## config.mk

```make
export PLATFORM = sky130hd
export DESIGN_NAME = pll_lock_monitor
export DESIGN_NICKNAME = d
export VERILOG_FILES = /design/src/rtl/pll_lock_monitor.sv
export SDC_FILE = /design/constraint.sdc
export NUM_CORES = 1
export LEC_CHECK = 0
export BUFFER_PORTS_ARGS = -buffer_cell sky130_fd_sc_hd__buf_2
export CORE_ASPECT_RATIO = 1.4
export CORE_MARGIN = 3
export CORE_UTILIZATION = 55
export DETAILED_ROUTE_END_ITERATION = 10
export PLACE_DENSITY = 0.86
export SLEW_MARGIN = 20
export SYNTH_ARGS = -nofsm -noshare
export SYNTH_HDL_FRONTEND = slang
export SYNTH_SLANG_ARGS = --single-unit
```

## constraint.sdc

```tcl
create_clock -name clk -period 2.1 [get_ports clk]
set_clock_uncertainty 0.1 [all_clocks]
set_input_delay 0.105 -clock clk [delete_from_list [all_inputs] [get_ports clk]]
set_output_delay 0.105 -clock clk [all_outputs]
set_load 0.05 [all_outputs]
```

## src/rtl/pll_lock_monitor.sv

```systemverilog
// pll_lock_monitor: per-channel lock supervisor for the synthesizer bank.
// Synchronises and debounces each lock-detect pin, tracks acquisition after
// every reprogram, and keeps sticky timeout / unlock flags plus a global alarm.
// Optional feature macro: PLL_LOCK_UNLOCK_CNT_EN adds per-channel saturating
// 8-bit unlock event counters on output unlock_cnt.
module pll_lock_monitor #(
  parameter int unsigned CHANNELS            = 6,
  parameter bit          LOCK_ACTIVE_LEVEL   = 1'b0,
  parameter int unsigned DEBOUNCE_CYCLES     = 64,
  parameter int unsigned LOCK_TIMEOUT_CYCLES = 33333,
  parameter int unsigned TMO_W               = 16
) (
  input  logic                  clk,
  input  logic                  rst,
  input  logic [CHANNELS-1:0]   lock_raw,
  input  logic [CHANNELS-1:0]   busy,
  input  logic [CHANNELS-1:0]   clr_flags,
  output logic [CHANNELS-1:0]   lock_db,
  output logic [CHANNELS-1:0]   lock_ok,
  output logic [CHANNELS-1:0]   tmo_flag,
  output logic [CHANNELS-1:0]   unlock_flag,
  output logic                  alarm
`ifdef PLL_LOCK_UNLOCK_CNT_EN
  ,
  output logic [CHANNELS*8-1:0] unlock_cnt
`endif
);

  localparam int unsigned DB_W = (DEBOUNCE_CYCLES > 2) ? $clog2(DEBOUNCE_CYCLES) : 1;

  localparam logic [2:0] ST_IDLE   = 3'd0;
  localparam logic [2:0] ST_PROG   = 3'd1;
  localparam logic [2:0] ST_ACQ    = 3'd2;
  localparam logic [2:0] ST_LOCKED = 3'd3;
  localparam logic [2:0] ST_LOST   = 3'd4;
  localparam logic [2:0] ST_FAIL   = 3'd5;

  logic [CHANNELS-1:0] lock_norm_c;
  logic [CHANNELS-1:0] sync1_q, sync1_d;
  logic [CHANNELS-1:0] sync2_q, sync2_d;
  logic [CHANNELS-1:0] db_q, db_d;
  logic [CHANNELS-1:0] ok_q, ok_d;
  logic [CHANNELS-1:0] tmo_q, tmo_d;
  logic [CHANNELS-1:0] unl_q, unl_d;
  logic                alarm_q, alarm_d;
  logic [CHANNELS-1:0] tmo_set_c;
  logic [CHANNELS-1:0] unl_set_c;

  logic [DB_W-1:0]     dbc_q [CHANNELS];
  logic [DB_W-1:0]     dbc_d [CHANNELS];
  logic [TMO_W-1:0]    tmc_q [CHANNELS];
  logic [TMO_W-1:0]    tmc_d [CHANNELS];
  logic [2:0]          st_q  [CHANNELS];
  logic [2:0]          st_d  [CHANNELS];
`ifdef PLL_LOCK_UNLOCK_CNT_EN
  logic [7:0]          ucnt_q [CHANNELS];
  logic [7:0]          ucnt_d [CHANNELS];
`endif

  // Normalise pins to active-high before they enter the synchroniser
  assign lock_norm_c = lock_raw ^ {CHANNELS{~LOCK_ACTIVE_LEVEL}};

  // Next-state logic: synchroniser, debounce, supervisor FSM, sticky flags
  always_comb begin
    sync1_d   = lock_norm_c;
    sync2_d   = sync1_q;
    db_d      = db_q;
    tmo_d     = tmo_q;
    unl_d     = unl_q;
    ok_d      = '0;
    tmo_set_c = '0;
    unl_set_c = '0;
    alarm_d   = |(tmo_q | unl_q);
    for (int i = 0; i < CHANNELS; i++) begin
      dbc_d[i] = dbc_q[i];
      tmc_d[i] = tmc_q[i];
      st_d[i]  = st_q[i];
`ifdef PLL_LOCK_UNLOCK_CNT_EN
      ucnt_d[i] = ucnt_q[i];
`endif

      // Debounce: count consecutive samples that disagree with lock_db
      if (sync2_q[i] == db_q[i]) begin
        dbc_d[i] = '0;
      end else if (dbc_q[i] == DB_W'(DEBOUNCE_CYCLES - 1)) begin
        db_d[i]  = sync2_q[i];
        dbc_d[i] = '0;
      end else begin
        dbc_d[i] = dbc_q[i] + DB_W'(1);
      end

      // Supervisor FSM; busy overrides everything
      if (busy[i]) begin
        st_d[i] = ST_PROG;
      end else begin
        case (st_q[i])
          ST_IDLE: begin
            if (db_q[i]) st_d[i] = ST_LOCKED;
          end
          ST_PROG: begin
            st_d[i]  = ST_ACQ;
            tmc_d[i] = '0;
          end
          ST_ACQ: begin
            if (db_q[i]) begin
              st_d[i] = ST_LOCKED;
            end else if (tmc_q[i] == TMO_W'(LOCK_TIMEOUT_CYCLES - 1)) begin
              st_d[i]      = ST_FAIL;
              tmo_set_c[i] = 1'b1;
            end else begin
              tmc_d[i] = tmc_q[i] + TMO_W'(1);
            end
          end
          ST_LOCKED: begin
            if (!db_q[i]) begin
              st_d[i]      = ST_LOST;
              unl_set_c[i] = 1'b1;
            end
          end
          ST_LOST, ST_FAIL: begin
            if (db_q[i]) st_d[i] = ST_LOCKED;
          end
          default: st_d[i] = ST_IDLE;
        endcase
      end

      // Sticky flags: a set event beats a simultaneous clear
      tmo_d[i] = tmo_set_c[i] | (tmo_q[i] & ~clr_flags[i]);
      unl_d[i] = unl_set_c[i] | (unl_q[i] & ~clr_flags[i]);
      ok_d[i]  = (st_d[i] == ST_LOCKED);

`ifdef PLL_LOCK_UNLOCK_CNT_EN
      // Saturating unlock counter; increment with clear lands on 1
      if (unl_set_c[i]) begin
        if (clr_flags[i]) begin
          ucnt_d[i] = 8'd1;
        end else if (ucnt_q[i] != 8'hFF) begin
          ucnt_d[i] = ucnt_q[i] + 8'd1;
        end
      end else if (clr_flags[i]) begin
        ucnt_d[i] = '0;
      end
`endif
    end
  end

  // State registers with synchronous active-low reset
  always_ff @(posedge clk) begin
    if (!rst) begin
      sync1_q <= '0;
      sync2_q <= '0;
      db_q    <= '0;
      ok_q    <= '0;
      tmo_q   <= '0;
      unl_q   <= '0;
      alarm_q <= 1'b0;
      for (int i = 0; i < CHANNELS; i++) begin
        dbc_q[i] <= '0;
        tmc_q[i] <= '0;
        st_q[i]  <= ST_IDLE;
`ifdef PLL_LOCK_UNLOCK_CNT_EN
        ucnt_q[i] <= '0;
`endif
      end
    end else begin
      sync1_q <= sync1_d;
      sync2_q <= sync2_d;
      db_q    <= db_d;
      ok_q    <= ok_d;
      tmo_q   <= tmo_d;
      unl_q   <= unl_d;
      alarm_q <= alarm_d;
      for (int i = 0; i < CHANNELS; i++) begin
        dbc_q[i] <= dbc_d[i];
        tmc_q[i] <= tmc_d[i];
        st_q[i]  <= st_d[i];
`ifdef PLL_LOCK_UNLOCK_CNT_EN
        ucnt_q[i] <= ucnt_d[i];
`endif
      end
    end
  end

  assign lock_db     = db_q;
  assign lock_ok     = ok_q;
  assign tmo_flag    = tmo_q;
  assign unlock_flag = unl_q;
  assign alarm       = alarm_q;

`ifdef PLL_LOCK_UNLOCK_CNT_EN
  // Flatten per-channel counters onto the output bus
  always_comb begin
    unlock_cnt = '0;
    for (int i = 0; i < CHANNELS; i++) begin
      unlock_cnt[i*8 +: 8] = ucnt_q[i];
    end
  end
`endif

endmodule

```

==> run_results.csv <==
group,metric,value,unit
grt,grt_max_degree,28,
logic_synthesis,yosysMostFrequentCell,"dfxtp_1",
logic_synthesis,ys.flop_type,"dfxtp_1",
sta,slew_headroom,53.70,%
clock_network,insertion_delay,0.43,ns
clock_network,cts_buffers,17,
sta,whs,0.2751,ns
clock_network,cts_tree,"yes",
logic_synthesis,ys_top_cells_by_area,"dfxtp_1 43%, nor2_1 5.4%, a21oi_1 4.4%",
logic_synthesis,synth.distinct_cells,64,
logic_synthesis,ys_ff_latch,187,
logic_synthesis,synth.top_cell.area_share,42.71,%
layout,post-route-util,67.46,%
sta,slew_violations,0,
die,die_w,112.7,um
drt,drc_errors,0,
outcome,status,"completed",
die,ios,45,
layout,synthToLayoutAreaGrowth,20.13,%
worst_setup_path,critical_path_arrival,2.29,ns
logic_synthesis,yosys_warnings,0,
power_and_ir_drop,clockPowerShare,45.2,%
die,die_h,155.4,um
drt,viasPerCell,5.943,
logic_synthesis,ys_async_sr_fraction,0,%
drt,firstDrtPassIters,5,
clock_network,clock-sinks,187,
power_and_ir_drop,peakVddDrop,0.5293,mV
logic_synthesis,syn_inst,1040,
die,fp-row-count,54,
layout,nNetsFinal,1196,
sta,hold_viol_final,0,
place,routabilityCongestion,0.8715,
grt,grtUsageTotal,23.70,%
grt,overflow,0,
power_and_ir_drop,cellLeakagePower,3.881,nW
place,dpl.hpwl,13.86,mm
layout,fin_area,10530,um^2
worst_setup_path,start_kind,"flop",
sta,finalSetupViolCount,0,
worst_setup_path,worst-setup-path-type,"flop to flop",
power_and_ir_drop,p_int,5.691,mW
worst_setup_path,crit_path_cell_trace,"or3b_4, a211oi_4, a21bo_2, or3_2, a21oi_1",
grt,grt_pass1_wl,34.80,mm
logic_synthesis,yosys.area_share.simple,30.18,%
power_and_ir_drop,p_switching,1.579,mW
worst_setup_path,path_max_fanout,10,
clock_network,ctsHtreeMaxLevel,4,
sta,period_needed,2.027,ns
logic_synthesis,synth_commonest_cells,"187 x dfxtp_1, 125 x nor2_1, 81 x nand2_1",
logic_synthesis,synth_mux_area_share,0.9136,%
place,io_buffers,44,
logic_synthesis,synth_xor_xnor_area_share,6.595,%
run,drv_cap,0,
sta,period_share,96.54,%
clock_network,clk_pin_slew_worst_paths,0.07,ns
layout,layout.area.seq,3754,um^2
logic_synthesis,yosysSeqAreaShare,42.71,%
drt,wirelength,20.72,mm
clock_network,ctsLongestPathBuffers,2,
worst_setup_path,max_stage_delay,0.46,ns
power_and_ir_drop,comb_power_share,5.2,%
grt,grt_antenna_before_repair,0,
drt,wl_per_cell,15.16,um
logic_synthesis,synth_top_family_by_area,"simple AND/OR/NAND/NOR gates",
power_and_ir_drop,seq_power_share,49.6,%
hold_path,hold_class,"input port to flop",
worst_setup_path,reg2reg_setup_slack,0.07,ns
clock_network,cts_root_buf,"clkbuf_16",
worst_setup_path,cp.required,2.36,ns
layout,diodes,0,
sta,worstMarginPinSlew,0.6881,ns
logic_synthesis,synthAdderAreaFrac,2.570,%
power_and_ir_drop,powerDensity,690.5,nW/um^2
power_and_ir_drop,sw_frac_of_total,21.72,%
die,core_region_area,15610,um^2
die,dieArea,17510,um^2
place,place_area,9633,um^2
logic_synthesis,netlist_area,8765,um^2
drt,dr_total_vias,8124,
logic_synthesis,avgSynthCellArea,8.428,um^2
worst_setup_path,critPathSlowestCell,"or3_2",
die,start_util,56.16,%
logic_synthesis,synth_edf_count,0,
drt,first_iter_violations,614,
logic_synthesis,synthesis.nets,1078,
sta,fmax,0.4933,GHz
layout,multiInputGateArea,4835,um^2
logic_synthesis,yosysTopAreaCell,"dfxtp_1",
grt,first_global_vias,7855,
layout,drive_gt1_share,15.97,%
layout,nFillCells,1157,
logic_synthesis,synth_compound_area_share,13.72,%
drt,ant_nets,0,
worst_setup_path,endpoint_kind,"flop",
## final timing paths
kind               startpoint           end  depth (start not counted)
setup / recovery   st_q[1][0]  tmc_q[1][10]                          5
hold / removal    lock_raw[0]    sync1_q[0]                          3
setup reg to reg   st_q[1][0]  tmc_q[1][10]                          5
hold reg to reg    sync1_q[5]    sync2_q[5]                          1
## sequential cells by signal, indices dropped and copies added, names as in the netlist
signal / cells
alarm: 1
dbc_q: 36
lock_db: 6
lock_ok: 6
st_q: 18
sync1_q: 6
sync2_q: 6
tmc_q: 96
tmo_flag: 6
unlock_flag: 6
## area by class of cell
class | instances | share of cell area, %
sequential | 187 | 35.65
timing repair buffer | 131 | 8.913
multi-input combinational | 779 | 45.92
tap | 196 | 2.329
clock inverter | 6 | 1.046
clock buffer | 26 | 4.646
inverter | 42 | 1.497
## cells in the final DEF (no fill, tap or decap), types with 4 or more instances in the layout
cell type / synthesis / routed
or3_1: 21 / 21
xnor2_1: 32 / 32
xor2_1: 34 / 34
a211oi_1: 6 / 6
nor2b_1: 15 / 13
or4_1: 22 / 20
o21a_1: 5 / 5
inv_1: 42 / 40
nand4_1: 36 / 36
dlygate4sd3_1: 0 / 21
ha_1: 18 / 18
buf_4: 1 / 65
nor4_1: 18 / 18
or2_2: 9 / 9
and2_1: 9 / 9
nand2_1: 81 / 81
dfxtp_1: 187 / 181
a21o_1: 4 / 4
and4_1: 14 / 12
o21ai_0: 34 / 33
a221oi_1: 4 / 4
buf_2: 1 / 44
clkbuf_16: 0 / 17
o211ai_1: 13 / 13
dfxtp_2: 0 / 5
a32oi_1: 4 / 4
nor2_1: 125 / 124
a21oi_1: 77 / 76
nor3b_1: 7 / 5
nor4b_2: 0 / 4
mux2i_1: 8 / 8
o31ai_1: 14 / 14
a31o_2: 5 / 5
nand2b_1: 23 / 23
nor3_1: 18 / 18
clkbuf_1: 25 / 6
and3_1: 18 / 18
nand3_1: 57 / 57
## timing repair
item	4_1_cts	5_1_grt
endpoints found under the hold margin	40	0
buffers inserted	0	1
setup endpoints to repair	0	32
hold buffers	21	0
resized for setup	0	24
## kinds of logic (layout without fill, tap and decap cells)
group / after synthesis / in the layout
xor+xnor: 66 / 66
mux: 8 / 8
buf+inv: 74 / 205
fa+ha+maj: 18 / 18
simple gates: 496 / 496
compound gates: 191 / 191
flops: 187 / 187
## per-stage QoR
stage | worst slack (ns) | std cells | setup TNS (ns) | power [mW]
3_3_place_gp | 0.08852 | 1313 | 0 | 4.011
3_5_place_dp | 0.05099 | 1313 | 0 | 4.020
2_1_floorplan | -0.07805 | 1040 | -0.1109 | 3.887
6_report | 0.07269 | 1367 | 0 | 7.270
4_1_cts | 0.02358 | 1366 | 0 | 7.296
5_1_grt | -0.01189 | 1367 | -0.03239 | 7.477
## worst max-delay path: cells and delay by family (launching register included)
kind            cells  cell delay (ns)
compound gates      3             0.65
flops               1             0.32
simple gates        2             0.88
## power by group through the flow
stage               Sequential [mW]  Clock (mW)  Combinational, mW
floorplan                      3.69           0              0.199
global placement               3.68           0              0.332
detailed placement             3.68           0              0.340
CTS                            3.60        3.32              0.370
global route                   3.61        3.45              0.417
finish                         3.60        3.29              0.381
## routing by layer
metal,vias up,GRT usage [%],share of wire (%)
met5,-,0,0
met1,3879,26.70,41
met4,0,10.14,2.3
met3,44,4.786,4.4
met2,229,42.99,52
li1,3972,-,-
Note: power is estimated with default switching activity, not from simulation.
